## src/rtl/ad56x3_spi_serializer.sv

```systemverilog
`timescale 1ns/1ps
`default_nettype none
// ============================================================================
// Module   : ad56x3_spi_serializer
// Purpose  : Avalon-ST sink that turns each accepted (channel, sample) word
//            into one 24-bit AD5663/AD5643/AD5623 "write and update DAC n"
//            frame and shifts it out MSB first on SYNC_n / SCLK / DIN.
// Revision : 1.0 - initial release
// ============================================================================
module ad56x3_spi_serializer #(
    parameter string SIGN_A     = "UNSIGNED",
    parameter string SIGN_B     = "UNSIGNED",
    parameter int    DATA_WIDTH = 14,
    parameter int    CLK_DIV    = 2,
    parameter int    SYNC_HIGH  = 2
) (
    input  logic                  clk,
    input  logic                  reset_n,
    input  logic                  asiValid,
    input  logic                  asiChannel,
    input  logic [DATA_WIDTH-1:0] asiData,
    output logic                  asiRdy,
    output logic                  dacSyncN,
    output logic                  dacSclk,
    output logic                  dacDin,
    output logic                  frameDone
);

    // Counter widths never drop to zero, even for CLK_DIV / SYNC_HIGH of 1.
    localparam int              c_HW         = (CLK_DIV   > 1) ? $clog2(CLK_DIV)   : 1;
    localparam int              c_GW         = (SYNC_HIGH > 1) ? $clog2(SYNC_HIGH) : 1;
    localparam logic [c_HW-1:0] c_HALF_LAST  = c_HW'(CLK_DIV - 1);
    localparam logic [c_GW-1:0] c_GAP_LAST   = c_GW'(SYNC_HIGH - 1);
    localparam logic [4:0]      c_BIT_LAST   = 5'd23;
    localparam int              c_PAD        = 16 - DATA_WIDTH;
    localparam bit              c_SIGNED_A   = (SIGN_A == "SIGNED");
    localparam bit              c_SIGNED_B   = (SIGN_B == "SIGNED");
    // "Write to and update DAC n" command, placed at frame bits [21:19].
    localparam logic [2:0]      c_CMD_WR_UPD = 3'b011;

    typedef enum logic [1:0] {
        ST_IDLE  = 2'd0,
        ST_SHIFT = 2'd1,
        ST_GAP   = 2'd2
    } state_t;

    state_t          r_state;
    logic [23:0]     r_shift;   // bits still to be sent, next one at [23]
    logic [c_HW-1:0] r_half;    // position inside the current SCLK half-period
    logic [4:0]      r_bit;     // index of the bit currently on DIN (0 = frame MSB)
    logic [c_GW-1:0] r_gap;     // cycles already spent with SYNC_n high

    logic                  w_signed;
    logic [DATA_WIDTH-1:0] w_conv;
    logic [15:0]           w_sample;
    logic [23:0]           w_frame;

    // Build the frame for the word on the sink; offset-binary conversion is a
    // MSB flip chosen by the channel's own sign setting, then left-justified.
    always_comb begin
        w_signed = asiChannel ? c_SIGNED_B : c_SIGNED_A;
        w_conv   = asiData;
        if (w_signed) begin
            w_conv[DATA_WIDTH-1] = ~asiData[DATA_WIDTH-1];
        end
        w_sample = 16'(w_conv) << c_PAD;
        w_frame  = {2'b00, c_CMD_WR_UPD, 2'b00, asiChannel, w_sample};
    end

    // Control FSM with registered pins: accept a word in IDLE, shift 24 bits
    // (DIN only moves together with the SCLK rising edge), then hold SYNC_n
    // high for the inter-frame gap before accepting the next word.
    always_ff @(posedge clk or negedge reset_n) begin
        if (!reset_n) begin
            r_state   <= ST_IDLE;
            asiRdy    <= 1'b0;
            dacSyncN  <= 1'b1;
            dacSclk   <= 1'b1;
            dacDin    <= 1'b0;
            frameDone <= 1'b0;
            r_shift   <= '0;
            r_half    <= '0;
            r_bit     <= '0;
            r_gap     <= '0;
        end else begin
            frameDone <= 1'b0;
            case (r_state)
                ST_IDLE: begin
                    if (asiValid && asiRdy) begin
                        // Frame is captured here; later input changes cannot reach it.
                        r_state  <= ST_SHIFT;
                        asiRdy   <= 1'b0;
                        dacSyncN <= 1'b0;
                        dacSclk  <= 1'b1;
                        dacDin   <= w_frame[23];
                        r_shift  <= {w_frame[22:0], 1'b0};
                        r_half   <= '0;
                        r_bit    <= '0;
                        r_gap    <= '0;
                    end else begin
                        asiRdy   <= 1'b1;
                        dacSyncN <= 1'b1;
                        dacSclk  <= 1'b1;
                        dacDin   <= 1'b0;
                    end
                end

                ST_SHIFT: begin
                    if (r_half == c_HALF_LAST) begin
                        r_half <= '0;
                        if (dacSclk) begin
                            // End of the high half: falling edge, DAC samples DIN.
                            dacSclk <= 1'b0;
                        end else if (r_bit == c_BIT_LAST) begin
                            r_state   <= ST_GAP;
                            dacSyncN  <= 1'b1;
                            dacSclk   <= 1'b1;
                            dacDin    <= 1'b0;
                            frameDone <= 1'b1;
                            r_gap     <= '0;
                        end else begin
                            // End of the low half: next bit launches with SCLK rising.
                            r_bit   <= r_bit + 5'd1;
                            dacSclk <= 1'b1;
                            dacDin  <= r_shift[23];
                            r_shift <= {r_shift[22:0], 1'b0};
                        end
                    end else begin
                        r_half <= r_half + c_HW'(1);
                    end
                end

                ST_GAP: begin
                    if (r_gap == c_GAP_LAST) begin
                        r_state <= ST_IDLE;
                        asiRdy  <= 1'b1;
                    end else begin
                        r_gap <= r_gap + c_GW'(1);
                    end
                end

                default: begin
                    r_state  <= ST_IDLE;
                    asiRdy   <= 1'b0;
                    dacSyncN <= 1'b1;
                    dacSclk  <= 1'b1;
                    dacDin   <= 1'b0;
                end
            endcase
        end
    end

endmodule
`default_nettype wire

```

## config.mk

```make
export PLATFORM = sky130hd
export DESIGN_NAME = ad56x3_spi_serializer
export DESIGN_NICKNAME = d
export VERILOG_FILES = /design/src/rtl/ad56x3_spi_serializer.sv
export SDC_FILE = /design/constraint.sdc
export NUM_CORES = 1
export LEC_CHECK = 0
export BUFFER_PORTS_ARGS = -buffer_cell sky130_fd_sc_hd__buf_2
export CORE_MARGIN = 4
export CORE_UTILIZATION = 30
export CTS_BUF_LIST = sky130_fd_sc_hd__clkbuf_16
export DETAILED_ROUTE_END_ITERATION = 16
export PLACE_DENSITY = 0.53
export SYNTH_ARGS = -nofsm -noshare
export SYNTH_HDL_FRONTEND = slang
export SYNTH_SLANG_ARGS = --single-unit
```

## constraint.sdc

```tcl
create_clock -name clk -period 1.72 [get_ports clk]
set_input_delay 0.258 -clock clk [delete_from_list [all_inputs] [get_ports clk]]
set_output_delay 0.258 -clock clk [all_outputs]
set_load 0.01 [all_outputs]
```

## Word-level counts from Yosys, hierarchy flattened

Index checks and enable logic that the tools add are counted.

- Register bits: 38
- Bits in latches: 0
- Memory bits (writable): 0
- ROM bits: 0
- Word-level logic and storage cells: 78
- Memories kept: 0

- Add/sub/neg operators: 3
- Multiply operators: 0
- Divide/modulo/power cells: 0
- Order comparisons: 0
- Eq/ne operators: 9
- Shift-type cells: 0
- Multiplexer cells: 42
- Bitwise operators: 2
- Reductions and logical operators: 12

Operators by type and width:

| cell | count |
|---|---|
| 2-to-1 mux 24 bit | 4 |
| one-hot mux 24 bit (2 select lines) | 1 |
| 2-to-1 mux 1 bit | 20 |
| 2-to-1 mux 5 bit | 4 |
| AND reduction 5 bit | 3 |
| != test 2 bit (second input constant) | 6 |
| 2-to-1 mux 2 bit | 5 |
| one-hot mux 5 bit (2 select lines) | 1 |
| one-hot mux 1 bit (3 select lines) | 3 |
| one-hot mux 1 bit (2 select lines) | 3 |
| one-hot mux 2 bit (3 select lines) | 1 |
| AND reduction 2 bit | 3 |
| adder 5 x 1 -> 5 bit (second input constant) | 1 |
| == test 5 bit (second input constant) | 1 |
| AND reduction 4 bit | 1 |
| AND reduction 3 bit | 1 |
| nonzero test 3 bit | 1 |
| adder 1 bit (second input constant) | 2 |
| == test 2 x 1 -> 1 bit (second input constant) | 1 |
| == test 2 bit (second input constant) | 1 |
| logical NOT 2 bit | 1 |
| NOT 1 bit | 2 |
| nonzero test 2 bit | 1 |
| logical AND 1 bit | 1 |

## Depth between registers and ports, before layout

- Depth after elaboration: 5
- Depth in mapped cells: 5
- Depth with buffers taken out: 4

## Worst setup path before layout

OpenSTA, ideal clock, no wires.

- Kind: register to register
- Start: reg r_bit[0]
- End: reg r_shift[12]
- Library setup time: 0.125 ns
- Arrival: 1.637 ns
- Setup slack: -0.043 ns
- Stages on the path, launching flop included: 6
- Cells stage by stage: dfrtp_1 ha_1 and4b_2 o21ai_4 buf_8 mux2_4

- Word-level cells in the longest chain between the ends: 3

Ends and longest elaborated chain:

| item | line | RTL |
|---|---|---|
| start: declaration | 50 | `logic [4:0] r_bit;` |
| start signal: assignment | 123 | `r_bit <= r_bit + 5'd1;` |
| == test 5 bit | 114 | `end else if (r_bit == c_BIT_LAST) begin` |
| != test 2 bit (no source line) | -- |  |
| AND reduction 5 bit (no source line) | -- |  |
| end signal: assignment | 96 | `r_shift <= {w_frame[22:0], 1'b0};` |
| end signal: assignment | 126 | `r_shift <= {r_shift[22:0], 1'b0};` |
| end: declaration | 48 | `logic [23:0] r_shift;` |

Every way passes these cells.
A chain may end at the register's enable or synchronous reset.

## Final worst setup path

- Start: reg r_bit[0]
- End: reg r_shift[5]

The elaborated chain is that of the path after synthesis.

==> summary.md <==
| Metric | Value |
|---|---|
| Total negative slack | 0 ns |
| Worst path cell trace | ha_2, and4b_2, o21ai_4, buf_12, mux2_2 |
| CTS root buf | clkbuf_16 |
| Total CTS buffers | 5 |
| CORE AREA | 5540 um^2 |
| Synth warn | 0 |
| Row count | 27 |
| GRT Total Usage | 10.3% |
| Clock latency on the worst-skew pair | 0.27 ns |
| Syn nets | 147 |
| Total grt overflow | 0 |
| Fin util | 38.5% |
| Period minus WS final | 1.65 ns |
| Clock Tree Buf Depth | 2 |
| DP Wirelength | 2400 um |
| Largest stage delay, worst path | 0.38 ns |
| Post-synth top area share | 47.8% |
| FF-to-FF setup slack | 0.07 ns |
| Fin area | 2130 um^2 |
| WP data required | 1.87 ns |
| Critical path class | reg -> reg |
| FF-to-FF End | r_shift[5] |
| Vias | 1,120 |
| Largest net degree at the start of global routing | 36 |
| Setup crit end | r_shift[5] |
| Most common cell in the netlist | dfrtp_1 |
| PwrDens | 1840 nW/um^2 |
| Layout area overhead | 23.4% |
| Worst-margin pin slew | 0.388 ns |
| CP Capture Type | flip-flop |
| Top Ports | 23 |
| CTS tree | yes |
| R2R Path Start | r_bit[0] |
| Setup Buffers After CTS | 0 |
| Top cells by area, synth | dfrtp_1 (48%), mux2_2 (15%), mux2_4 (4.3%), dfstp_2 (3.0%), a22o_1 (3.0%) |
| Period utilization | 96.0% |
| Sequential area share after synthesis | 50.8% |
| Slew headroom | 74.1% |
| Worst Path Arrival | 1.81 ns |
| DRC violations left | 0 |
| Detailed Route Iter0 Violations | 69 |
| CP startpoint kind | flip-flop |
| Ant diodes | 0 |
| Post-cts resize count | 0 |
| Routed length per instance | 14.0 um |
| Outcome | completed |
| Die width | 83.9 um |
| Total Routed Length | 3280 um |
| Ys flop type | dfrtp_1 |
| Async set or reset register ratio after synthesis | 100% |
| Flops & latches, synth | 35 |
| Cells after synthesis | 128 |
| Final Setup Violations | 0 |
| Placed cell count | 226 |
| Leak | 0.953 nW |
| Initial antenna violation count | 0 |
| Drt pass-1 iters | 2 |
| Hold slack | 0.240 ns |
| Max IR drop VDD | 0.000712 V |
| Worst R2R Path Depth | 5 |
| Clock Skews | 0.00611 ns |
| Die Y | 83.9 um |
| CTS HTree Levels | 2 |
| Final net count | 181 |
| Max-slew violations | 0 |
| Hold Violations, Final | 0 |
| RD Place Congestion | 0.787 |
| Max Cap Viol | 0 |
| Synth top cells by count | dfrtp_1 (33), mux2_2 (23), a22o_1 (6) |
| Area of the die | 7040 um^2 |
| Max frequency | 606 MHz |
| Post-Syn Area | 1730 um^2 |
| Largest area contributor in the netlist | dfrtp_1 |
| Slowest-stage cell, CP | dfrtp_1 |
| IO Port Bufs | 22 |
| Yosys cell types | 42 |
| Initial core utilization | 31.2% |
| Layout cells sized above 1 | 44.2% |
| Placement Cell Area | 1990 um^2 |
| Vias in the first global route | 1,234 |
| Post-Layout Cell Count | 235 |
| Post-DR vias/cell | 4.77 |
| CP startpoint | r_bit[0] |
| Worst-path fanout max | 19 |
| Worst-path clk slew | 0.05 ns |
| Clock sink total | 35 |
| ANT nets after route | 0 |
| First-pass GRT wire length | 5950 um |
| Syn Area/Cell | 13.5 um^2 |
| RSZ-0062 raised after global routing | false |
| EDFF count, synth | 0 |
| Min-Delay Path Class | in -> reg |
## timing repair
| action | in CTS | in global routing |
|---|---|---|
| endpoints found under the hold margin | 33 | 0 |
| hold buffers | 1 | 0 |
| endpoints found under the setup margin | 0 | 0 |
## worst max-delay path: cells and delay by family (launching register included)
family	cells	cell delay (ns)
buffers and inverters	1	0.18
multiplexers	1	0.35
AND/OR/NAND/NOR	1	0.26
AO/OA/AOI/OAI	1	0.15
adder cells (fa/ha/maj)	1	0.21
flip-flops	1	0.38
## metrics by stage
step | power (W) | setup slack (ns)
after floorplan | 0.00271 | 0.0234
after global placement | 0.00308 | 0.113
after detailed placement | 0.00316 | 0.0634
after CTS | 0.00400 | 0.0508
after global routing | 0.00425 | 0.00132
final | 0.00394 | 0.0685
## registers in the layout, indices dropped and copies added, names as in the netlist
name	count
asiRdy	1
dacDin	1
dacSclk	1
dacSyncN	1
frameDone	1
r_bit	5
r_gap	1
r_half	1
r_shift	21
r_state	2
## cells by family (layout without fill, tap and decap cells)
| kind of cell | count (synthesis) | count (layout) | share of synthesized area, % |
|---|---|---|---|
| xor gates and xnor gates | 1 | 1 | 0.507 |
| adders and majority gates | 1 | 1 | 0.723 |
| AOI/OAI and AO/OA | 26 | 26 | 11.9 |
| DFF | 35 | 35 | 50.8 |
| buffers and inverters | 8 | 43 | 3.26 |
| and+or+nand+nor | 26 | 26 | 11.7 |
| muxes | 31 | 31 | 21.1 |
## power by group
group          switching (W)  total (W)  internal, W
Clock               0.000294   0.000813     0.000519
Combinational       0.000650    0.00164     0.000994
Sequential          0.000275    0.00148      0.00121
## cells in the final DEF, fill, tap and decap left out, types with 5 or more instances in the layout
cell and instances:
clkbuf_16 5, a22o_1 6, buf_2 22, inv_1 7, mux2_2 23, mux2_4 5
dfrtp_1 33, buf_4 5
## cell type report
| type | count | area, um^2 |
|---|---|---|
| timing repair buffer | 31 | 218 |
| clock buffer | 5 | 125 |
| inverter | 4 | 15.0 |
| clock inverter | 3 | 11.3 |
| tap | 72 | 90.1 |
| sequential | 35 | 878 |
| fill | 562 | 3410 |
| multi-input combinational | 85 | 797 |
## how the worst min path moves through the flow
| stage | cells after the start | slack, ns | start | end |
|---|---|---|---|---|
| 6_report | 3 | 0.24 | asiData[0] | r_shift[3] |
| 5_1_grt | 3 | 0.30 | asiData[0] | r_shift[3] |
| 4_1_cts | 3 | 0.25 | asiData[0] | r_shift[3] |
| 3_5_place_dp | 2 | 0.23 | reset_n | r_state[1] |
| 3_3_place_gp | 2 | 0.23 | reset_n | r_gap |
| 2_1_floorplan | 0 | -0.04 | reset_n | asiRdy |
## routing by layer
layer / track usage, % / wire length [um]
met5: 0 / 0
met4: 3.07 / 27
met3: 3.65 / 155
met2: 16.4 / 1550
met1: 13.2 / 1550
No activity file was read; power rests on OpenSTA's default activity.
